File: config.mk
export PLATFORM = sky130hd
export DESIGN_NAME = mode_counter
export DESIGN_NICKNAME = d
export VERILOG_FILES = /design/src/rtl/mode_counter.sv
export SDC_FILE = /design/constraint.sdc
export NUM_CORES = 1
export LEC_CHECK = 0
export ABC_AREA = 1
export BUFFER_PORTS_ARGS = -buffer_cell sky130_fd_sc_hd__buf_2
export CORE_UTILIZATION = 32
export DETAILED_ROUTE_END_ITERATION = 7
export GPL_TIMING_DRIVEN = 0
export PLACE_DENSITY = 0.59
export SETUP_SLACK_MARGIN = 0.5
export SYNTH_ARGS = -nofsm -noshare
export SYNTH_HDL_FRONTEND = slang
export SYNTH_SLANG_ARGS = --single-unit
export TNS_END_PERCENT = 100
File: constraint.sdc
create_clock -name clk -period 2.6 [get_ports clk]
set_input_delay 0.78 -clock clk [delete_from_list [all_inputs] [get_ports clk]]
set_output_delay 0.78 -clock clk [all_outputs]
set_load 0.02 [all_outputs]
File: src/rtl/mode_counter.sv
// Prescaled up/down counter with wrap, saturate and one-shot boundary modes.
// Q, TC and DONE are all registered; nothing combinational reaches the outputs.
module mode_counter #(
  parameter int N   = 16,
  parameter int DIV = 1
) (
  input  logic         clk,
  input  logic         reset,
  input  logic         en,
  input  logic         dir,
  input  logic [1:0]   mode,
  input  logic         load,
  input  logic [N-1:0] load_val,
  input  logic [N-1:0] limit,
  output logic [N-1:0] q,
  output logic         tc,
  output logic         done
);

  typedef enum logic [1:0] {
    M_WRAP  = 2'b00,
    M_SAT   = 2'b01,
    M_ONE   = 2'b10,
    M_RSVD  = 2'b11
  } mode_e;

  logic         tick;
  logic [N-1:0] q_n;
  logic         tc_n;
  logic         done_n;
  logic         at_bnd;
  mode_e        m;

  generate
    if (DIV == 1) begin : g_nopre
      assign tick = en;
    end else begin : g_pre
      localparam int PW = $clog2(DIV);
      logic [PW-1:0] pre;
      logic          pre_last;
      assign pre_last = (pre == PW'(DIV - 1));
      assign tick     = en && pre_last;
      always_ff @(posedge clk) begin
        if (reset || load)
          pre <= '0;
        else if (en)
          pre <= pre_last ? '0 : pre + PW'(1);
      end
    end
  endgenerate

  assign m      = mode_e'(mode);
  assign at_bnd = dir ? (q >= limit) : (q == '0);

  always_comb begin
    q_n    = q;
    tc_n   = 1'b0;
    done_n = done;
    if (load) begin
      q_n    = load_val;
      done_n = 1'b0;
    end else if (tick && !(m == M_ONE && done)) begin
      if (!at_bnd) begin
        q_n = dir ? q + N'(1) : q - N'(1);
      end else begin
        tc_n = 1'b1;
        case (m)
          M_SAT, M_ONE: q_n = dir ? limit : '0;  // clamps an over-limit load
          default:      q_n = dir ? '0 : limit;   // wrap and reserved
        endcase
        if (m == M_ONE)
          done_n = 1'b1;
      end
    end
  end

  always_ff @(posedge clk) begin
    if (reset) begin
      q    <= '0;
      tc   <= 1'b0;
      done <= 1'b0;
    end else begin
      q    <= q_n;
      tc   <= tc_n;
      done <= done_n;
    end
  end

endmodule

-- After elaboration in Yosys (flattened, before gate mapping)
Index checks and enable logic that the tools add are counted.
- input bits: 39
- output and inout port bits: 18
- word-level logic and storage cells: 27
- flip-flop bits (word level): 18
- eq/ne operators: 2
- mux-type cells: 9
- reduce and logical (&&, ||, !) cells: 9
- add/sub/neg operators: 2
- magnitude comparators: 1
- bitwise logic cells: 1
- operators by type and width (operator ; number):
    $mux 16 ; 7
    $add 16x1->16 const B ; 1
    $ge 16x16->1 ; 1
    $logic_not 16->1 ; 1
    $sub 16x1->16 const B ; 1
    $reduce_or 2->1 ; 2
    $reduce_and 3->1 ; 1
    $reduce_or 3->1 ; 1
    $eq 2x1->1 const B ; 1
    $eq 2x2->1 const B ; 1
    $logic_and 1x1->1 ; 2
    $mux 1 ; 2
    $reduce_bool 2->1 ; 1
    $logic_not 1->1 ; 1
    $not 1->1 ; 1

-- Logic depth before layout (Yosys ltp)
- word-level depth: 6
- depth in mapped cells: 17
- gate-level depth less buffers: 17

-- Worst setup path before layout
No wires, ideal clock.
- kind: in2reg
- from: input port dir
- to: register q[14]
- setup time: 0.139 ns
- buffers on the path: 0
- data required time: 2.461 ns
- arrival time: 2.197 ns
- setup slack: 0.264 ns
- stages on the path: 13
- path through: inv_2 ha_1 or2_2 nand3b_1 nand2_1 nand2_1 nand2_1 nand2_1 nand2_1 nand2_1 nand3_1 nand2_1 a21oi_2
- longest elaborated chain between the ends: 5
- elaborated cells between the ends (all ways): 8
- classes of those cells: mux: 8
- RTL lines (item ; line ; source):
    start, declared ; 10 ; input logic dir,
    $mux 16, on equally long branches ; 69, 68 ;
    $mux 16 ; 67 ; case (m)
    $mux 16 (*) ; 63 ; if (!at_bnd) begin
    $mux 16 (*) ; 62 ; end else if (tick && !(m == M_ONE && done)) begin
    $mux 16 (*) ; 59 ; if (load) begin
    end signal, assigned ; 83 ; q <= q_n;
    end, declared ; 15 ; output logic [N-1:0] q,
Every way passes the cells marked *; elsewhere a longest branch is shown, timed or not. The select of a mux whose other input is x is not followed.
A chain may end at the register's enable or synchronous reset.

-- Final worst setup path
- from: input port limit[15]
- to: register q[1]
- longest elaborated chain between the ends: 5
- RTL lines (item ; line ; source):
    start, declared ; 14 ; input logic [N-1:0] limit,
    $ge 16x16->1 ; 53 ; assign at_bnd = dir ? (q >= limit) : (q == '0);
    $mux 1 ; 53 ;
    $mux 16 ; 63 ;
    $mux 16 ; 62 ;
    $mux 16 ; 59 ;
Every way passes these cells. The select of a mux whose other input is x is not followed.

==> run_results.csv <==
group,metric,value,unit
synthesis,synth_common_cells,"nand2_1 (151), inv_1 (66), nor2_1 (57), nand3_1 (44), ha_1 (31)",
sta,finalClockSkew,0.005536,ns
floorplan,start_util,33.84,%
synthesis,synth_top_cell_area_share,22.49,%
layout,drive_gt1_share,39.04,%
clock_tree,root_buffer,"clkbuf_8",
detailed_routing,wl_per_cell,14.31,um
synthesis,synth.distinct_cells,29,
layout,regArea,361.6,sq um
sta,tns,0,ns
hold_path,hold_class,"register to register",
synthesis,synth_most_common_cell,"nand2_1",
sta,timing.fmax,465.4,MHz
layout,fill_cells,776,
detailed_routing,finalWirelength,8856,um
power_and_ir_drop,power.total,0.001526,W
floorplan,core_area,7447,sq um
layout,syn_to_final_growth,50.70,%
detailed_routing,drtPass1Iterations,4,
global_route,grt_overflow,0,
global_route,grt_pass1_vias,2878,
floorplan,io_pins,57,
global_route,grt_max_degree,11,
sta,worst_slew_pin_slew,0.8286,ns
clock_tree,cts_buffers,3,
sta,hold_viol,0,
setup_path,r2r_start,"q[0]$_SDFFE_PP0P_",
clock_tree,cts.sinks,18,
layout,n_antenna_cell,0,
sta,relSlewSlack,44.76,%
synthesis,synthTopCellsByArea,"nand2_1 (22%), ha_1 (15%), dfxtp_1 (14%)",
sta,fin_crit_sh,82.63,%
placement,hpwl,6438,um
floorplan,die_area,8234,sq um
floorplan,die_h,90.74,um
power_and_ir_drop,peakVddDrop,0.2237,mV
synthesis,ys_seq_area_share,14.30,%
clock_tree,clockBufferDepth,2,
flow_run,drv_cap,0,
clock_tree,clk_pin_slew_worst_paths,0.08,ns
synthesis,syn_nets,519,
synthesis,syn_area_per_cell,5.625,sq um
run_status,status,"finished, final reports clean",
clock_tree,insertion_delay,0.27,ns
clock_tree,cts_tree,"yes",
synthesis,ys_ff_latch,18,
hold_path,hold_start,"done$_SDFFE_PP0P_",
synthesis,synth_edf_count,0,
power_and_ir_drop,cellPowerDensity,401.9,nW/um^2
setup_path,endpoint_kind,"register",
synthesis,yosysWarnings,0,
placement,routabilityCongestion,0.8904,
synthesis,ys_dominant_reg_cell,"dfxtp_1",
synthesis,netlist_area,2520,sq um
layout,nets,592,
setup_path,startpoint,"limit[15]",
setup_path,crit_fanout,5,
global_route,grt_pass1_wl,13580,um
synthesis,async_flop_share,0,%
detailed_routing,viasPerCell,4.961,
setup_path,start_kind,"primary input",
setup_path,worstPathArrival,2.31,ns
detailed_routing,remaining_drc_errors,0,
clock_tree,holdBufCountCts,0,
sta,finalSetupViolCount,0,
detailed_routing,vias,3071,
placement,pre_cts_slack,-0.01213,ns
detailed_routing,drtIter0Drc,119,
clock_tree,htreeDepth,1,
placement,numPortBuffers,56,
global_route,grtUsageTotal,20.66,%
setup_path,crit_type,"primary input to register",
layout,utilization,50.99,%
synthesis,yosys.area.top_type,"nand2_1",
floorplan,rows,31,
sta,holdWs,0.5204,ns
synthesis,netlist_instances,448,
detailed_routing,ant_nets,0,
floorplan,die_w,90.74,um
sta,drv_slew,0,
sta,worst_slack,0.4515,ns
sta,rsz0062_at_grt,"yes",
power_and_ir_drop,leakage,1.915,nW
global_route,antenna_found_initial,0,
sta,post-route-min-period,2.148,ns
setup_path,cp.required,2.77,ns
layout,multi_input_area,2422,sq um
## final timing paths
| kind | end | depth (start not counted) | slack [ns] |
|---|---|---|---|
| worst max-delay path | q[1]$_SDFFE_PP0P_ | 15 | 0.45 |
| worst min-delay path | done$_SDFFE_PP0P_ | 2 | 0.52 |
| worst max register to register | q[11]$_SDFFE_PP0P_ | 14 | 0.53 |
| worst min register to register | done$_SDFFE_PP0P_ | 2 | 0.52 |
## state kept, by name, summed over array words and instances, names as in the netlist
name	flops
tc	1
q	16
done	1
## layer usage
metal / global-route usage [%] / routed length (um) / vias to the layer above
met3: 2.104 / 383 / 20
li1: - / - / 1558
met4: 7.796 / 234 / 0
met5: 0 / 0 / -
met1: 26.29 / 3947 / 1417
met2: 35.61 / 4290 / 76
## kinds of logic after synthesis
family / share of synthesized area, %
and+or+nand+nor: 45.03
buffers and inverters: 12.07
AOI/OAI and AO/OA: 9.285
adders and majority gates: 16.19
DFF: 14.30
xor gates and xnor gates: 3.128
## report_power, final
part	total, W	internal (W)	switching (W)
clock network	0.000245	0.000135	0.000110
logic	0.000911	0.000395	0.000516
registers	0.000370	0.000302	0.0000682
total	0.00153	0.000832	0.000694
## placed cells by master (no fill, tap or decap), types with 3 or more instances in the layout
| master | count |
|---|---|
| clkbuf_1 | 3 |
| nor3_2 | 3 |
| buf_6 | 8 |
| o21ai_0 | 4 |
| nor2_1 | 55 |
| nand3_2 | 11 |
| nand3b_1 | 3 |
| a21oi_1 | 11 |
| nand2_2 | 40 |
| dfxtp_1 | 17 |
| inv_2 | 10 |
| inv_4 | 3 |
| xnor2_1 | 3 |
| buf_2 | 52 |
| xor2_1 | 6 |
| ha_4 | 25 |
| nand4_1 | 3 |
| buf_4 | 7 |
| ha_1 | 5 |
| nand2_1 | 112 |
| nand3_1 | 33 |
| a21oi_2 | 18 |
| clkbuf_8 | 4 |
| inv_1 | 53 |
## what timing repair did
action | CTS | global route
pin swaps | 8 | 44
gates cloned | 2 | 0
setup endpoints to repair | 18 | 18
resized for setup | 41 | 101
buffers inserted | 4 | 6
## final cells by class
| cell class | instances | area share, % |
|---|---|---|
| plain buffers | 10 | 1.779 |
| clock buffers | 4 | 1.450 |
| inverters | 68 | 7.677 |
| multi-input cells | 352 | 63.79 |
| flip-flops and latches | 18 | 9.522 |
| well taps | 99 | 3.262 |
| repair buffers | 67 | 12.09 |
| repair inverters | 1 | 0.4283 |
## critical path, cell delays in order
cell and delay, ns:
buf_2 0.10, inv_2 0.06, ha_4 0.20, nand2_1 0.07
nor3b_4 0.18, nand2_1 0.09, a21oi_2 0.16, nand2_4 0.11
nand2_8 0.12, buf_6 0.13, nand2_2 0.05, nand3_2 0.06
nand3_2 0.08, nand2_1 0.08, inv_1 0.04
## per-stage QoR
stage	instance area (sq um)	instances
floorplan	2604	448
detailed placement	3008	603
global route	3797	619
finish	3797	619
CTS	3356	613
global placement	3008	603
Note: power is estimated with default switching activity, not from simulation.
